[config.mk]
export PLATFORM = sky130hd
export DESIGN_NAME = memory_access
export DESIGN_NICKNAME = d
export VERILOG_FILES = /design/src/rtl/mem_pkg.sv /design/src/rtl/mem_lane_align.sv /design/src/rtl/memory_access.sv
export SDC_FILE = /design/constraint.sdc
export NUM_CORES = 1
export LEC_CHECK = 0
export BUFFER_PORTS_ARGS = -buffer_cell sky130_fd_sc_hd__buf_2
export CAP_MARGIN = 20
export CORE_UTILIZATION = 51
export CTS_CLUSTER_DIAMETER = 30
export DETAILED_ROUTE_END_ITERATION = 12
export PLACE_DENSITY = 0.81
export SLEW_MARGIN = 5
export SYNTH_ARGS = -nofsm -noshare
export SYNTH_HDL_FRONTEND = slang
export SYNTH_SLANG_ARGS = --single-unit
[constraint.sdc]
create_clock -name clk -period 2.7 [get_ports clk]
set_input_delay 0.54 -clock clk [delete_from_list [all_inputs] [get_ports clk]]
set_output_delay 0.54 -clock clk [all_outputs]
set_load 0.03 [all_outputs]
[src/rtl/mem_pkg.sv]
// mem_pkg: shared size codes, FSM state type and size helpers for the memory stage.
// Items: SZ_* funct3 size/sign codes, state_t (IDLE/WAIT), is_byte/is_half size classifiers.
package mem_pkg;
    localparam logic [2:0] SZ_B  = 3'd0;
    localparam logic [2:0] SZ_H  = 3'd1;
    localparam logic [2:0] SZ_W  = 3'd2;
    localparam logic [2:0] SZ_BU = 3'd4;
    localparam logic [2:0] SZ_HU = 3'd5;

    typedef enum logic {IDLE, WAIT} state_t;

    function automatic logic is_byte(input logic [2:0] size);
        return size == SZ_B || size == SZ_BU;
    endfunction

    function automatic logic is_half(input logic [2:0] size);
        return size == SZ_H || size == SZ_HU;
    endfunction
endpackage

[src/rtl/mem_lane_align.sv]
// mem_lane_align: combinational byte-lane steering for stores and extraction/extension for loads.
// Ports: size (funct3 code), addr (low address bits), store_data (rs2), rdata (bus word)
//        -> wstrb (store lane enables), wdata (replicated store data), load_data (extended load value).
module mem_lane_align
    import mem_pkg::*;
#(
    parameter int WIDTH = 32
) (
    input  logic [2:0]       size,
    input  logic [1:0]       addr,
    input  logic [WIDTH-1:0] store_data,
    input  logic [WIDTH-1:0] rdata,
    output logic [3:0]       wstrb,
    output logic [WIDTH-1:0] wdata,
    output logic [WIDTH-1:0] load_data
);
    logic [7:0]  byte_v;
    logic [15:0] half_v;

    // Halfwords only look at addr[1]; addr[0] is either trapped upstream or ignored.
    always_comb begin
        byte_v    = rdata[{addr, 3'b000} +: 8];
        half_v    = addr[1] ? rdata[31:16] : rdata[15:0];
        wstrb     = is_byte(size) ? 4'b0001 << addr :
                    is_half(size) ? (addr[1] ? 4'b1100 : 4'b0011) : 4'b1111;
        wdata     = is_byte(size) ? {4{store_data[7:0]}} :
                    is_half(size) ? {2{store_data[15:0]}} : store_data;
        load_data = size == SZ_B  ? {{(WIDTH-8){byte_v[7]}}, byte_v} :
                    size == SZ_BU ? {{(WIDTH-8){1'b0}}, byte_v} :
                    size == SZ_H  ? {{(WIDTH-16){half_v[15]}}, half_v} :
                    size == SZ_HU ? {{(WIDTH-16){1'b0}}, half_v} : rdata;
    end
endmodule

[src/rtl/memory_access.sv]
// memory_access: RV32I memory stage with a single-outstanding req/ack data bus and upstream stall.
// Ports: clk, reset (sync, active-high), halt; execute inputs i_rd/i_rd_sel/i_pc/i_mem_wr_en/
//        i_mem_rd_en/i_mem_wr_data/i_mem_rw_size; writeback o_rd/o_rd_sel/o_pc/o_misaligned;
//        o_stall; bus dmem_req/dmem_we/dmem_addr/dmem_wdata/dmem_wstrb/dmem_ack/dmem_rdata.
// Build option: MEM_MISALIGN_TRAP_EN turns misaligned H/W accesses into a one-cycle o_misaligned
// pulse with no bus request; otherwise offending low address bits are ignored.
module memory_access
    import mem_pkg::*;
#(
    parameter int WIDTH = 32
) (
    input  logic             clk,
    input  logic             reset,
    input  logic             halt,
    input  logic [WIDTH-1:0] i_rd,
    input  logic [WIDTH-1:0] i_rd_sel,
    input  logic [WIDTH-1:0] i_pc,
    input  logic             i_mem_wr_en,
    input  logic             i_mem_rd_en,
    input  logic [WIDTH-1:0] i_mem_wr_data,
    input  logic [2:0]       i_mem_rw_size,
    output logic             o_stall,
    output logic [WIDTH-1:0] o_rd,
    output logic [WIDTH-1:0] o_rd_sel,
    output logic [WIDTH-1:0] o_pc,
    output logic             o_misaligned,
    output logic             dmem_req,
    output logic             dmem_we,
    output logic [WIDTH-1:0] dmem_addr,
    output logic [WIDTH-1:0] dmem_wdata,
    output logic [3:0]       dmem_wstrb,
    input  logic             dmem_ack,
    input  logic [WIDTH-1:0] dmem_rdata
);
    state_t           state;
    logic [2:0]       lat_size;
    logic [1:0]       lat_a;
    logic [WIDTH-1:0] lat_rd_sel;
    logic [WIDTH-1:0] lat_pc;
    logic             lat_load;
    logic             mem_op;
    logic             mis;
    logic [3:0]       al_wstrb;
    logic [WIDTH-1:0] al_wdata;
    logic [WIDTH-1:0] al_load;

    assign mem_op = i_mem_rd_en | i_mem_wr_en;

`ifdef MEM_MISALIGN_TRAP_EN
    assign mis = mem_op & (is_half(i_mem_rw_size) ? i_rd[0] :
                           !is_byte(i_mem_rw_size) && i_rd[1:0] != 2'b00);
`else
    assign mis = 1'b0;
`endif

    assign o_stall = (state == IDLE && mem_op && !mis) || (state == WAIT && !dmem_ack);

    // One aligner serves both phases: issue uses the live inputs, WAIT the latched access.
    mem_lane_align #(.WIDTH(WIDTH)) u_align (
        .size       (state == WAIT ? lat_size : i_mem_rw_size),
        .addr       (state == WAIT ? lat_a : i_rd[1:0]),
        .store_data (i_mem_wr_data),
        .rdata      (dmem_rdata),
        .wstrb      (al_wstrb),
        .wdata      (al_wdata),
        .load_data  (al_load)
    );

    always_ff @(posedge clk) begin
        if (reset) begin
            state        <= IDLE;
            lat_size     <= '0;
            lat_a        <= '0;
            lat_rd_sel   <= '0;
            lat_pc       <= '0;
            lat_load     <= 1'b0;
            o_rd         <= '0;
            o_rd_sel     <= '0;
            o_pc         <= '0;
            o_misaligned <= 1'b0;
            dmem_req     <= 1'b0;
            dmem_we      <= 1'b0;
            dmem_addr    <= '0;
            dmem_wdata   <= '0;
            dmem_wstrb   <= '0;
        end else begin
            o_misaligned <= 1'b0;
            if (state == IDLE) begin
                if (!halt && !mem_op) begin
                    o_rd     <= i_rd;
                    o_rd_sel <= i_rd_sel;
                    o_pc     <= i_pc;
                end else if (!halt && mis) begin
                    o_misaligned <= 1'b1;
                    o_rd         <= i_rd;
                    o_rd_sel     <= '0;
                    o_pc         <= i_pc;
                end else if (!halt) begin
                    lat_size   <= i_mem_rw_size;
                    lat_a      <= i_rd[1:0];
                    lat_rd_sel <= i_rd_sel;
                    lat_pc     <= i_pc;
                    lat_load   <= !i_mem_wr_en;
                    dmem_req   <= 1'b1;
                    dmem_we    <= i_mem_wr_en;
                    dmem_addr  <= {i_rd[WIDTH-1:2], 2'b00};
                    dmem_wdata <= al_wdata;
                    dmem_wstrb <= i_mem_wr_en ? al_wstrb : 4'b0000;
                    state      <= WAIT;
                end
            end else if (dmem_ack) begin
                dmem_req <= 1'b0;
                state    <= IDLE;
                o_rd     <= lat_load ? al_load : '0;
                o_rd_sel <= lat_load ? lat_rd_sel : '0;
                o_pc     <= lat_pc;
            end
        end
    end
endmodule

======== After elaboration in Yosys (flattened, before gate mapping) ========
Index checks and enable logic that the tools add are counted.
Widths: inputs -> output; s select.
operators by class
  bitwise gates (word level) .............. 4
  reduce and logical (&&, ||, !) cells .... 15
  multiplexer cells ....................... 32
  equal/unequal tests ..................... 6
  shift operators ......................... 2
operator list
  operator             number
  $mux 32              17
  $shiftx 32x6->8      1
  $mux 16              1
  $mux 4               4
  $mux 1               8
  $eq 3x3->1 const B   2
  $reduce_and 3->1     2
  $logic_not 1->1      4
  $ne 2x2->1 const B   2
  $shl 1x2->4 const A  1
  $eq 3x1->1 const B   1
  $logic_and 1x1->1    3
  $logic_not 3->1      1
  $logic_or 1x1->1     3
  $mux 3               1
  $not 1->1            3
  $mux 2               1
  $ne 2x1->1 const B   1
  $reduce_and 2->1     1
  $reduce_bool 2->1    1
  $or 1x1->1           1
storage, ports and cells
  flip-flop bits (word level) ............. 235
  bits of input ports ..................... 169
  output and inout port bits .............. 168

======== Longest topological paths before layout ========
  word-level depth ........................ 9
  mapped depth ............................ 9
  depth with buffers taken out ............ 5

======== Hierarchy ========
A second synthesis with hierarchy kept.
second synthesis, totals
  cell total of the unflattened synthesis .. 1346
  area total of the unflattened synthesis .. 11502.3 um^2
modules (own cells, without submodules)
  module          instances  sequential area each (um^2)  cells each  area an instance (um^2)
  memory_access   1          4704.5                       1163        10232.3
  mem_lane_align  1          0.0                          183         1270.0

======== Least setup slack after synthesis ========
Ideal clock, no wire load.
  path type ............................... reg2out
  start ................................... reg state
  end ..................................... out o_stall
  slack ................................... 0.549 ns
  cell stages (with the launch flop) ...... 7
  required time ........................... 2.160 ns
  data arrival time ....................... 1.611 ns
  buffers on the path ..................... 5
  cells stage by stage .................... dfxtp_1 buf_6 buf_6 buf_4 buf_2 buf_2 o31a_1
on the way
  longest elaborated chain between the ends .. 3
  elaborated cells between the ends (all ways) .. 4
RTL lines
  element                 RTL line              text
  start, declared         memory_access.sv:35   state_t state;
  start signal, assigned  memory_access.sv:71   state <= IDLE;
  start signal, assigned  memory_access.sv:109  state <= WAIT;
  start signal, assigned  memory_access.sv:113  state <= IDLE;
  $not 1->1 (no line)     --
  $logic_and 1x1->1       memory_access.sv:56   assign o_stall = (state == IDLE && mem_op && !mis) || (state == WAIT && !dmem_ack);
  $logic_or 1x1->1 *      memory_access.sv:56
  end, declared           memory_access.sv:22   output logic o_stall,
Mark *: on every way between the ends. The rest lies on a longest branch, timed or not.

======== Worst setup path in the final report ========
  start ................................... reg state
  end ..................................... reg o_rd[10]
on the way
  longest elaborated chain between the ends .. 9
  elaborated cells between the ends (all ways) .. 18
RTL lines
  element                                                                  RTL line              text
  parallel branches: the longest is 9 deep, another holds $shiftx 32x6->8  --
  end signal, assigned                                                     memory_access.sv:90   o_rd <= i_rd;
  end signal, assigned                                                     memory_access.sv:95   o_rd <= i_rd;
  end signal, assigned                                                     memory_access.sv:114  o_rd <= lat_load ? al_load : '0;
  end, declared                                                            memory_access.sv:23   output logic [WIDTH-1:0] o_rd,
Parallel ways; which one is timed is not known. The select of a mux whose other input is x is not followed.
A chain may end at the register's enable or synchronous reset.

==> qor.txt <==
Post-DP Area - 0.0120 mm^2
Critical path class - register to register
Layout area overhead - 33.3%
Post-synth ARST share - 0
Clock latency at the later pin of the worst-skew pair - 0.53 ns
Count leader, synth - nand2_1
Number of buffers created by CTS - 47
Chip height - 144 um
Clk slew on worst S/H paths - 0.05 ns
Routed vias/inst - 5.61
CP top delay family - simple AND/OR/NAND/NOR gates
RSZ-0062 raised after global routing - no
Max-slew violation count - 0
Largest net degree at the start of global routing - 112
HPWL Detailed - 20,200 um
GRT Overall Usage - 0.294
Crit path arrival time - 2.75 ns
Most common library cells after synthesis - nand2_1 (295), dfxtp_1 (235), a21oi_1 (154)
DRC Markers - 0
WP depth - 4
Outcome - finished clean
I/O Buffers - 333
Final Util - 0.697
Post-synth EDFFs - 0
Critical path, cell by cell - buf_4 > nand2_1 > or3_1 > a311oi_1
Total gr overflow - 0
#FFs+latches synth - 235
Horiz. Die Dim - 144 um
First-pass GRT wire length - 48,400 um
Element type at the critical path end - register
Crit path max fanout - 29
Hold Fails Final Rpt - 0
Share of layout cells above drive strength 1 - 0.299
Initial antenna violation count - 0
Synth top area share - 0.459
Setup-failing EPs final - 0
Syn Inst Count - 1,251
Num rows - 51
Syn_area_per_cell - 8.19 um^2
Slowest stage delay, CP - 0.58 ns
Leading post-synthesis cells by cell area - dfxtp_1 (46%), nand2_1 (11%), a21oi_1 (7.5%)
Ys Warns - 0
Register area share after synthesis - 0.459
Die area - 0.0207 mm^2
Peak VDD IR - 0.667 mV
Max Clk Rate - 430 MHz
Slew HR - 0.374
Hold path depth - 3
Clk_skew - 0.0219 ns
Worst path slowest cell - dfxtp_4
CTS tree - yes
Via count - 10,383
Final critical-path required period - 2.32 ns
Initial Util - 0.523
WP buf/inv - 1
Starting DRT DRC Count - 671
DRT antenna net count - 0
Post_cts resized - 0
Final #Nets - 1,716
Clock Root Buffer - clkbuf_16
Hold slack - 0.262 ns
CTS Sinks - 235
Wire per inst - 16.8 um
Static Leakage - 5.96 nW
Slew @ Worst Pin - 0.938 ns
IO Pins - 337
GP Congestion - 0.883
CTS hold repair buffers - 0
H-tree levels - 2
Placed Cells - 1,763
P per Cell Area - 852 mW/mm^2
Setup repair bufs after CTS - 0
Worst Reg-to-Reg Cells - 4
Vias in the first global route - 9,830
Worst EP required - 3.13 ns
Tcrit/Tclk final - 0.860
Max Cap Violations - 0
Yosys cell types - 52
Core ar. - 0.0196 mm^2
DRT Wirelength - 31,200 um
Worst Hold Class - primary input to register
Element type at the critical path start - register
Cell area after synthesis - 0.0102 mm^2
Synth area leader - dfxtp_1
Layout Cells excl Fill - 1,852
Design Area, Final - 0.0137 mm^2
Setup tns final - 0 ns
Clock buffer depth - 3
First-pass DRT Iterations - 5
Synth Flop Type - dfxtp_1
[worst paths after layout]
check                              startpoint             to  slack, ns
worst max-delay path                    state       o_rd[10]       0.38
worst min-delay path                  i_rd[9]        o_rd[9]       0.26
worst max register to register          state       o_rd[10]       0.38
worst min register to register  dmem_addr[11]  dmem_addr[11]       0.45
[stage by stage]
stage                     setup WS, ns  power [mW]
after floorplan                  0.549        5.17
after global placement           0.399        5.72
after detailed placement         0.328        5.76
after CTS                        0.399        11.7
after global routing             0.247        12.0
final                            0.377        11.6
[routing by layer]
metal  GRT usage  up-vias  part of all wire
met5           0        -                 0
met4       0.143        0             0.040
met3      0.0756       93             0.086
met2       0.496      482              0.48
met1       0.346     4825              0.40
li1            -     4983                 -
[worst min-delay path, stage by stage]
cell	delay, ns
buf_2	0.09
nand3_1	0.06
o21ai_1	0.07
[kinds of logic (layout without fill, tap and decap cells)]
| family | count (synthesis) | in the layout | synth area share |
|---|---|---|---|
| AOI/OAI and AO/OA | 351 | 351 | 0.228 |
| buffers and inverters | 122 | 452 | 0.0552 |
| DFF | 235 | 235 | 0.459 |
| muxes | 71 | 71 | 0.0722 |
| other | 1 | 7 | 0.000366 |
| and+or+nand+nor | 471 | 471 | 0.185 |
[report_power, final]
group / switching (mW) / internal, mW
combinational: 1.24 / 0.597
sequential: 0.146 / 3.74
clock: 1.88 / 4.03
total: 3.26 / 8.37
[flip-flops by register name, summed over array words and instances (netlist names)]
signal	cells
dmem_addr	30
dmem_req	1
dmem_wdata	32
dmem_we	1
dmem_wstrb	4
lat_a	2
lat_load	1
lat_pc	32
lat_rd_sel	32
lat_size	3
o_pc	32
o_rd	32
o_rd_sel	32
state	1
[cell usage in the layout, fill, tap and decap left out, types with 4 or more instances in the layout]
cell type / instances
a31oi_1: 8
o21ai_1: 19
mux2_2: 9
clkinv_2: 9
a21oi_1: 154
o21bai_1: 15
nor3b_1: 4
a311o_1: 16
o21ai_0: 9
dfxtp_1: 234
a21oi_2: 12
a211o_1: 7
clkbuf_8: 6
buf_12: 5
buf_2: 332
a311oi_1: 51
inv_1: 9
a22oi_1: 8
nand2_1: 295
diode_2: 4
mux2i_1: 60
a211oi_1: 32
clkbuf_16: 49
nor2_1: 114
buf_4: 19
clkinv_4: 5
o22ai_1: 7
nand3_1: 41
clkinvlp_4: 6
bufinv_16: 6
[layout make-up]
cell class / instances / area (um^2)
antenna: 4 / 10.0
clock buffer: 58 / 1320
clock inverter: 27 / 323
fill: 1558 / 5940
inverter: 10 / 37.5
multi-input combinational: 896 / 5000
sequential: 235 / 4710
tap: 265 / 332
timing repair buffer: 357 / 1920
Note: power is estimated with default switching activity, not from simulation.
